--- config.mk ---
export PLATFORM = sky130hd
export DESIGN_NAME = load_store_unit
export DESIGN_NICKNAME = d
export VERILOG_FILES = /design/src/rtl/load_store_unit.sv
export SDC_FILE = /design/constraint.sdc
export NUM_CORES = 1
export LEC_CHECK = 0
export CAP_MARGIN = 20
export CORE_AREA = 2 2 108 110
export CTS_BUF_LIST = sky130_fd_sc_hd__clkbuf_8
export DETAILED_ROUTE_END_ITERATION = 8
export DIE_AREA = 0 0 110 112
export GPL_ROUTABILITY_DRIVEN = 0
export HOLD_SLACK_MARGIN = 0.15
export PLACE_DENSITY = 0.87
export SYNTH_ARGS = -nofsm -noshare
export SYNTH_HDL_FRONTEND = slang
export SYNTH_SLANG_ARGS = --single-unit
--- constraint.sdc ---
create_clock -name clk -period 4.1 [get_ports clk]
set_input_delay 0.82 -clock clk [delete_from_list [all_inputs] [get_ports clk]]
set_output_delay 0.82 -clock clk [all_outputs]
set_load 0.03 [all_outputs]
--- src/rtl/load_store_unit.sv ---
// load_store_unit: single-outstanding load/store unit between a core and a
// word-wide memory port. It aligns store data and byte enables onto the word bus,
// and extracts and extends load data from the returned word.
// Misaligned and illegal-size requests are answered with rsp_err and never
// reach memory.
// Optional build macro LSU_TIMEOUT_EN: when it is defined, WAIT gives up after
// TIMEOUT cycles without mem_ack and answers with rsp_err.
module load_store_unit #(
  parameter int TIMEOUT = 16
) (
  input  logic        clk,
  input  logic        rst_n,
  input  logic        req_v,
  output logic        req_rdy,
  input  logic        req_we,
  input  logic [31:0] req_adr,
  input  logic [31:0] req_wdata,
  input  logic [1:0]  req_size,
  input  logic        req_unsigned,
  output logic        rsp_v,
  output logic [31:0] rsp_data,
  output logic        rsp_err,
  output logic        mem_r_v,
  output logic        mem_w_v,
  output logic [31:0] mem_adr,
  output logic [31:0] mem_data,
  output logic [3:0]  mem_strobe,
  input  logic [31:0] mem_resp,
  input  logic        mem_ack
);

  typedef enum logic [1:0] {
    S_IDLE = 2'd0,
    S_REQ  = 2'd1,
    S_WAIT = 2'd2,
    S_RESP = 2'd3
  } state_t;

  localparam logic [1:0] SZ_BYTE = 2'b00;
  localparam logic [1:0] SZ_HALF = 2'b01;
  localparam logic [1:0] SZ_WORD = 2'b10;

  state_t      state, state_nx;
  logic        we_q;
  logic [31:0] adr_q;
  logic [31:0] wdata_q;
  logic [1:0]  size_q;
  logic        uns_q;
  logic [31:0] data_q;
  logic        err_q;
  logic        accept;
  logic        tmo_hit;

  // A request is legal when the size is defined and the address is naturally aligned.
  function automatic logic req_legal(input logic [1:0] size, input logic [1:0] lo);
    case (size)
      SZ_BYTE: req_legal = 1'b1;
      SZ_HALF: req_legal = (lo[0] == 1'b0);
      SZ_WORD: req_legal = (lo == 2'b00);
      default: req_legal = 1'b0;
    endcase
  endfunction

  // Picks the addressed lane out of the memory word and sign- or zero-extends it.
  function automatic logic [31:0] format_load(input logic [31:0] resp,
                                              input logic [1:0]  lo,
                                              input logic [1:0]  size,
                                              input logic        uns);
    logic [31:0] lane;
    lane = resp >> {lo, 3'b000};
    case (size)
      SZ_BYTE: format_load = uns ? {24'h0, lane[7:0]}  : {{24{lane[7]}}, lane[7:0]};
      SZ_HALF: format_load = uns ? {16'h0, lane[15:0]} : {{16{lane[15]}}, lane[15:0]};
      default: format_load = lane;
    endcase
  endfunction

  assign req_rdy = rst_n && (state == S_IDLE);
  assign accept  = req_v && req_rdy;

`ifdef LSU_TIMEOUT_EN
  localparam int          CW       = $clog2(TIMEOUT + 1);
  localparam logic [CW-1:0] TMO_LAST = CW'(TIMEOUT - 1);

  logic [CW-1:0] tmo_cnt_q;

  // WAIT cycle counter; it restarts from zero every time WAIT is entered.
  always_ff @(posedge clk) begin
    if (!rst_n) begin
      tmo_cnt_q <= '0;
    end else if (state == S_WAIT) begin
      tmo_cnt_q <= tmo_cnt_q + 1'b1;
    end else begin
      tmo_cnt_q <= '0;
    end
  end

  assign tmo_hit = (state == S_WAIT) && !mem_ack && (tmo_cnt_q == TMO_LAST);
`else
  assign tmo_hit = 1'b0;
`endif

  // State register plus the captured request and the pending response.
  // NOTE: non-blocking assignments so every flop samples pre-edge values regardless of statement order.
  always_ff @(posedge clk) begin
    // NOTE: datapath registers are reset too so the outputs are clean 0 right after reset.
    if (!rst_n) begin
      state   <= S_IDLE;
      we_q    <= 1'b0;
      adr_q   <= '0;
      wdata_q <= '0;
      size_q  <= '0;
      uns_q   <= 1'b0;
      data_q  <= '0;
      err_q   <= 1'b0;
    end else begin
      state <= state_nx;
      if (accept) begin
        we_q    <= req_we;
        adr_q   <= req_adr;
        wdata_q <= req_wdata;
        size_q  <= req_size;
        uns_q   <= req_unsigned;
        data_q  <= '0;
        err_q   <= !req_legal(req_size, req_adr[1:0]);
      end else if (state == S_WAIT && mem_ack) begin
        data_q <= we_q ? 32'h0 : format_load(mem_resp, adr_q[1:0], size_q, uns_q);
        err_q  <= 1'b0;
      end else if (tmo_hit) begin
        data_q <= '0;
        err_q  <= 1'b1;
      end
    end
  end

  // Next-state decode; memory ack is only looked at while in WAIT.
  always_comb begin
    // NOTE: default first so no path leaves state_nx unassigned (no latch).
    state_nx = state;
    case (state)
      S_IDLE: if (accept) state_nx = req_legal(req_size, req_adr[1:0]) ? S_REQ : S_RESP;
      S_REQ:  state_nx = S_WAIT;
      S_WAIT: if (mem_ack || tmo_hit) state_nx = S_RESP;
      S_RESP: state_nx = S_IDLE;
      default: state_nx = S_IDLE;
    endcase
  end

  // Memory-side request: driven only during the single REQ cycle, zero otherwise.
  always_comb begin
    mem_r_v    = 1'b0;
    mem_w_v    = 1'b0;
    mem_adr    = '0;
    mem_data   = '0;
    mem_strobe = '0;
    if (state == S_REQ) begin
      mem_r_v  = !we_q;
      mem_w_v  = we_q;
      mem_adr  = {adr_q[31:2], 2'b00};
      mem_data = wdata_q << {adr_q[1:0], 3'b000};
      if (we_q) begin
        case (size_q)
          SZ_BYTE: mem_strobe = 4'b0001 << adr_q[1:0];
          SZ_HALF: mem_strobe = 4'b0011 << adr_q[1:0];
          default: mem_strobe = 4'b1111;
        endcase
      end
    end
  end

  // Core-side response: one-cycle pulse in RESP, data and error gated by it.
  always_comb begin
    rsp_v    = (state == S_RESP);
    rsp_data = rsp_v ? data_q : 32'h0;
    rsp_err  = rsp_v && err_q;
  end

endmodule

## Word level (Yosys, flattened, before mapping)

Cells that the tools add are included.

| operators by class | value |
|---|---|
| multiplexer cells | 22 |
| shift-type cells | 4 |
| equality and inequality tests | 8 |
| reductions and logical operators | 13 |
| bitwise operators | 2 |

Operator list:

| operator | number |
|---|---|
| $mux W32 | 6 |
| $pmux W32 S2 | 1 |
| $shl A32 B5 Y32 | 1 |
| $shr A32 B5 Y32 | 1 |
| $logic_not A2 Y1 | 4 |
| $mux W4 | 2 |
| $pmux W2 S4 | 1 |
| $pmux W4 S2 | 1 |
| $mux W1 | 7 |
| $eq A2 B1 Y1 const B | 3 |
| $eq A2 B2 Y1 const B | 3 |
| $mux W2 | 3 |
| $logic_and A1 B1 Y1 | 4 |
| $ne A2 B2 Y1 const B | 2 |
| $shl A1 B2 Y4 const A | 1 |
| $shl A2 B2 Y4 const A | 1 |
| $pmux W1 S3 | 1 |
| $logic_not A1 Y1 | 2 |
| $not A1 Y1 | 2 |
| $reduce_and A2 Y1 | 1 |
| $reduce_bool A2 Y1 | 1 |
| $reduce_or A2 Y1 | 1 |

| storage, ports and cells | value |
|---|---|
| output and inout bits | 105 |
| input port bits | 104 |
| word-level logic and storage cells | 57 |
| register bits | 103 |

## Logic depth before layout (Yosys ltp)

| logic depth | value |
|---|---|
| depth after elaboration | 8 |
| gate-level depth with buffers | 8 |
| mapped depth without buffers | 6 |

## Worst setup path before layout

Ideal clock, no wire load.

| timing | value |
|---|---|
| path type | reg2out |
| start | reg adr_q[0] |
| end | out mem_strobe[3] |
| slack | 1332 ps |
| required time | 3280 ps |
| buffers on the path | 3 |
| data arrival time | 1948 ps |
| stages on the path, launching flop included | 6 |
| cell sequence | dfxtp_1 -> buf_2 -> clkbuf_1 -> buf_1 -> o21ai_0 -> a21oi_1 |

| between the ends | value |
|---|---|
| word-level cells in the longest chain between the ends | 4 |
| elaborated cells between the ends (all ways) | 5 |
| classes of those cells | 2 x shift; 3 x mux |

Ends and longest elaborated chain:

| what | line | RTL |
|---|---|---|
| from (decl) | 45 | `logic [31:0] adr_q;` |
| from (signal assigned) | 120 | `adr_q <= req_adr;` |
| $shl A2 B2 Y4 / $shl A1 B2 Y4 (equally long branches) | 164, 163 |  |
| $pmux W4 S2 * | 162 | `case (size_q)` |
| $mux W4 * | 161 | `if (we_q) begin` |
| $mux W4 * | 156 | `if (state == S_REQ) begin` |
| to (decl) | 27 | `output logic [3:0] mem_strobe,` |

Mark *: on every way between the ends. The rest lies on a longest branch, timed or not.

## Worst setup path after layout

| timing | value |
|---|---|
| start | reg state[1] |
| end | out mem_data[6] |

| between the ends | value |
|---|---|
| word-level cells in the longest chain between the ends | 2 |

Ends and longest elaborated chain:

| what | line | RTL |
|---|---|---|
| from (decl) | 43 | `state_t state, state_nx;` |
| from (signal assigned) | 117 | `state <= state_nx;` |
| $eq A2 B1 Y1 | 156 |  |
| $mux W32 | 156 |  |
| to (decl) | 26 | `output logic [31:0] mem_data,` |

Every way passes these cells.

==> metrics.md <==
| Metric | Value |
|---|---|
| Overflow after GRT | `0` |
| CP required | `3280 ps` |
| Crit path kind | `flip-flop to output pin` |
| Initial core utilization | `47.7%` |
| Clk slew on worst S/H paths | `100 ps` |
| Startpoint Class | `flip-flop` |
| RSZ-0062 raised after global routing | `false` |
| Core area | `11200 um2` |
| #FFs+latches synth | `103` |
| Max incr delay on CP | `670 ps` |
| Post-place setup slack | `892 ps` |
| Number of clock sinks | `103` |
| Area of the multi-input gates | `3020 um2` |
| Fin area | `7640 um2` |
| Row Count | `39` |
| CTS Root Cell | `clkbuf_8` |
| Post-CTS Setup Inserts | `0` |
| Syn_area_per_cell | `8.06 um2` |
| HPWL Detailed | `11900 um` |
| DRT Pass-1 Iters | `6` |
| Maxcap violations | `0` |
| Global-route wire length before repair | `25600 um` |
| DP Area | `7420 um2` |
| WL final | `16400 um` |
| Status | `finished, final reports clean` |
| Hold buffers post-CTS | `0` |
| Skew final | `11.3 ps` |
| Reg area | `2060 um2` |
| Ranking of synthesized cells by area | `dfxtp_1 39%, nand2_1 11%, and2_1 9.4%` |
| P per Cell Area | `435 nW/um2` |
| Cell Count Post-Placement | `963` |
| Post-synth EDFFs | `0` |
| I/O pin total | `209` |
| DRC errors left | `0` |
| Slew HR | `31.9%` |
| Gate Count Post-Synth | `661` |
| CP Capture Point | `mem_data[6]` |
| Worst-case clock buffer depth | `2` |
| Die ar. | `12300 um2` |
| Nets | `940` |
| Synth warnings | `0` |
| Worst-Margin Slew | `1020 ps` |
| WP data arrival | `2600 ps` |
| Fin. Hold Viols | `0` |
| Reg2reg path depth | `6` |
| Cell breakdown of the critical path | `inv_1 -> ha_1 -> buf_4 -> nand2b_1 -> nor2_1 -> and2_1 -> clkdlybuf4s50_1` |
| Post-route clock period utilization | `83.4%` |
| Worst vdd ir | `0.256 mV` |
| PostCTS Resize Cnt | `0` |
| Register area share after synthesis | `38.7%` |
| Worst r2r src | `state[0]` |
| Initial DRC Count | `416` |
| Chip width | `110 um` |
| Worst min-delay path class | `flip-flop to flip-flop` |
| Post-synth top area share | `38.7%` |
| FF-to-FF setup slack | `1390 ps` |
| Antenna violations before repair | `0` |
| Worst setup startpoint | `state[1]` |
| Dominant cell type by area after synthesis | `dfxtp_1` |
| ANT cells | `0` |
| DR vias | `5305` |
| Wire length per cell | `16.7 um` |
| Leak pwr | `2.83 nW` |
| Slew Viols, Final | `0` |
| Skew-Pair Late Insertion Delay | `380 ps` |
| Slowest stage cell on the critical path | `clkdlybuf4s50_1` |
| Post-Synthesis Cell Area | `5330 um2` |
| Port Buf Inserts | `206` |
| H-tree depth | `3` |
| Fill cells | `851` |
| Critical Path Fanout Max | `25` |
| Top_reg_cell synth | `dfxtp_1` |
| Min cycle time layout | `3420 ps` |
| Vias/cell | `5.42` |
| FFs w/ async S/R, synth | `0%` |
| Largest net degree at the start of global routing | `105` |
| Count leader, synth | `nand2_1` |
| CTS tree | `built` |
| Total CTS buffers | `9` |
| Setup TNS | `0 ps` |
| Vert. Die Dim | `112 um` |
| Synth cell types | `40` |
| Setup Viol. Count Final | `0` |
| Post-route ant nets | `0` |
| R2r endpoint | `data_q[23]` |
| Vias in the first global route | `5140` |
| GRT Total Usage | `26.6%` |
| Setup ws final | `679 ps` |
| Fin cells | `979` |
| Layout cell share with drive strength beyond 1 | `7.06%` |
| Worst Setup End Kind | `output pin` |
| Pwr Total | `3.32 mW` |
| Max Clk Rate | `292 MHz` |
| Most frequent cells after synthesis | `162 x nand2_1, 103 x dfxtp_1, 97 x o21ai_0` |
| Area Overhead vs Synth | `43.4%` |
per-layer routing:
metal  track usage, %  share of wire, %
met4             11.7               3.5
met2             42.3                46
met1             33.7                41
met3             6.73               9.3
met5                0                 0
report_power, final:
part | leakage [nW] | total, mW | internal [mW] | switching (mW)
Combinational | 1.87 | 1.30 | 0.542 | 0.762
Clock | 0.111 | 0.715 | 0.346 | 0.369
Sequential | 0.842 | 1.30 | 1.17 | 0.134
area by class of cell:
type | instances | area share, %
sequential | 103 | 27.0
tap | 143 | 2.34
clock buffer | 9 | 1.62
inverter | 6 | 0.295
timing repair buffer | 214 | 27.9
multi-input combinational | 497 | 39.5
clock inverter | 7 | 1.28
critical path: cells and delay by family, from the launching register on:
| family | cells | cell delay (ps) |
|---|---|---|
| adder cells (fa/ha/maj) | 1 | 170 |
| flip-flops | 1 | 360 |
| AND/OR/NAND/NOR | 3 | 660 |
| buffers and inverters | 3 | 1030 |
through the flow:
| step | util (%) | hold WS [ps] |
|---|---|---|
| finish | 68.3 | 458 |
| global placement | 66.4 | 439 |
| global route | 68.3 | 485 |
| floorplan | - | 417 |
| CTS | 68.3 | 462 |
| detailed placement | 66.4 | 439 |
sequential cells by signal, indices dropped and copies added (netlist names):
name	flops
wdata_q	32
uns_q	1
we_q	1
data_q	32
state	2
err_q	1
adr_q	32
size_q	2
worst min path at each step:
stage                      from          end  slack [ps]  cells past startpoint
floorplan            data_q[10]   data_q[10]         420                      2
global placement      adr_q[14]    adr_q[14]         440                      2
detailed placement   data_q[10]   data_q[10]         440                      2
CTS                  data_q[10]   data_q[10]         460                      2
global route        wdata_q[23]  wdata_q[23]         480                      2
finish                 adr_q[8]     adr_q[8]         460                      2
placed cells by master (no fill, tap or decap), types with 11 or more instances in the layout:
| master | count |
|---|---|
| o21ai_0 | 97 |
| nand2_1 | 162 |
| a21oi_1 | 11 |
| nor2_1 | 27 |
| mux2_2 | 17 |
| mux2i_1 | 24 |
| clkdlybuf4s50_1 | 205 |
| a221o_1 | 16 |
| and2_1 | 80 |
| dfxtp_1 | 101 |
cell families (layout without fill, tap and decap cells):
family	count (synthesis)	count (layout)	share of synthesized area (%)
AOI/OAI and AO/OA	150	150	17.6
muxes	49	49	11.5
xor gates and xnor gates	1	1	0.164
DFF	103	103	38.7
other	1	2	0.0704
and+or+nand+nor	290	290	26.0
adders and majority gates	5	5	1.17
buffers and inverters	62	236	4.84
Power figures use the tool's default switching activity.
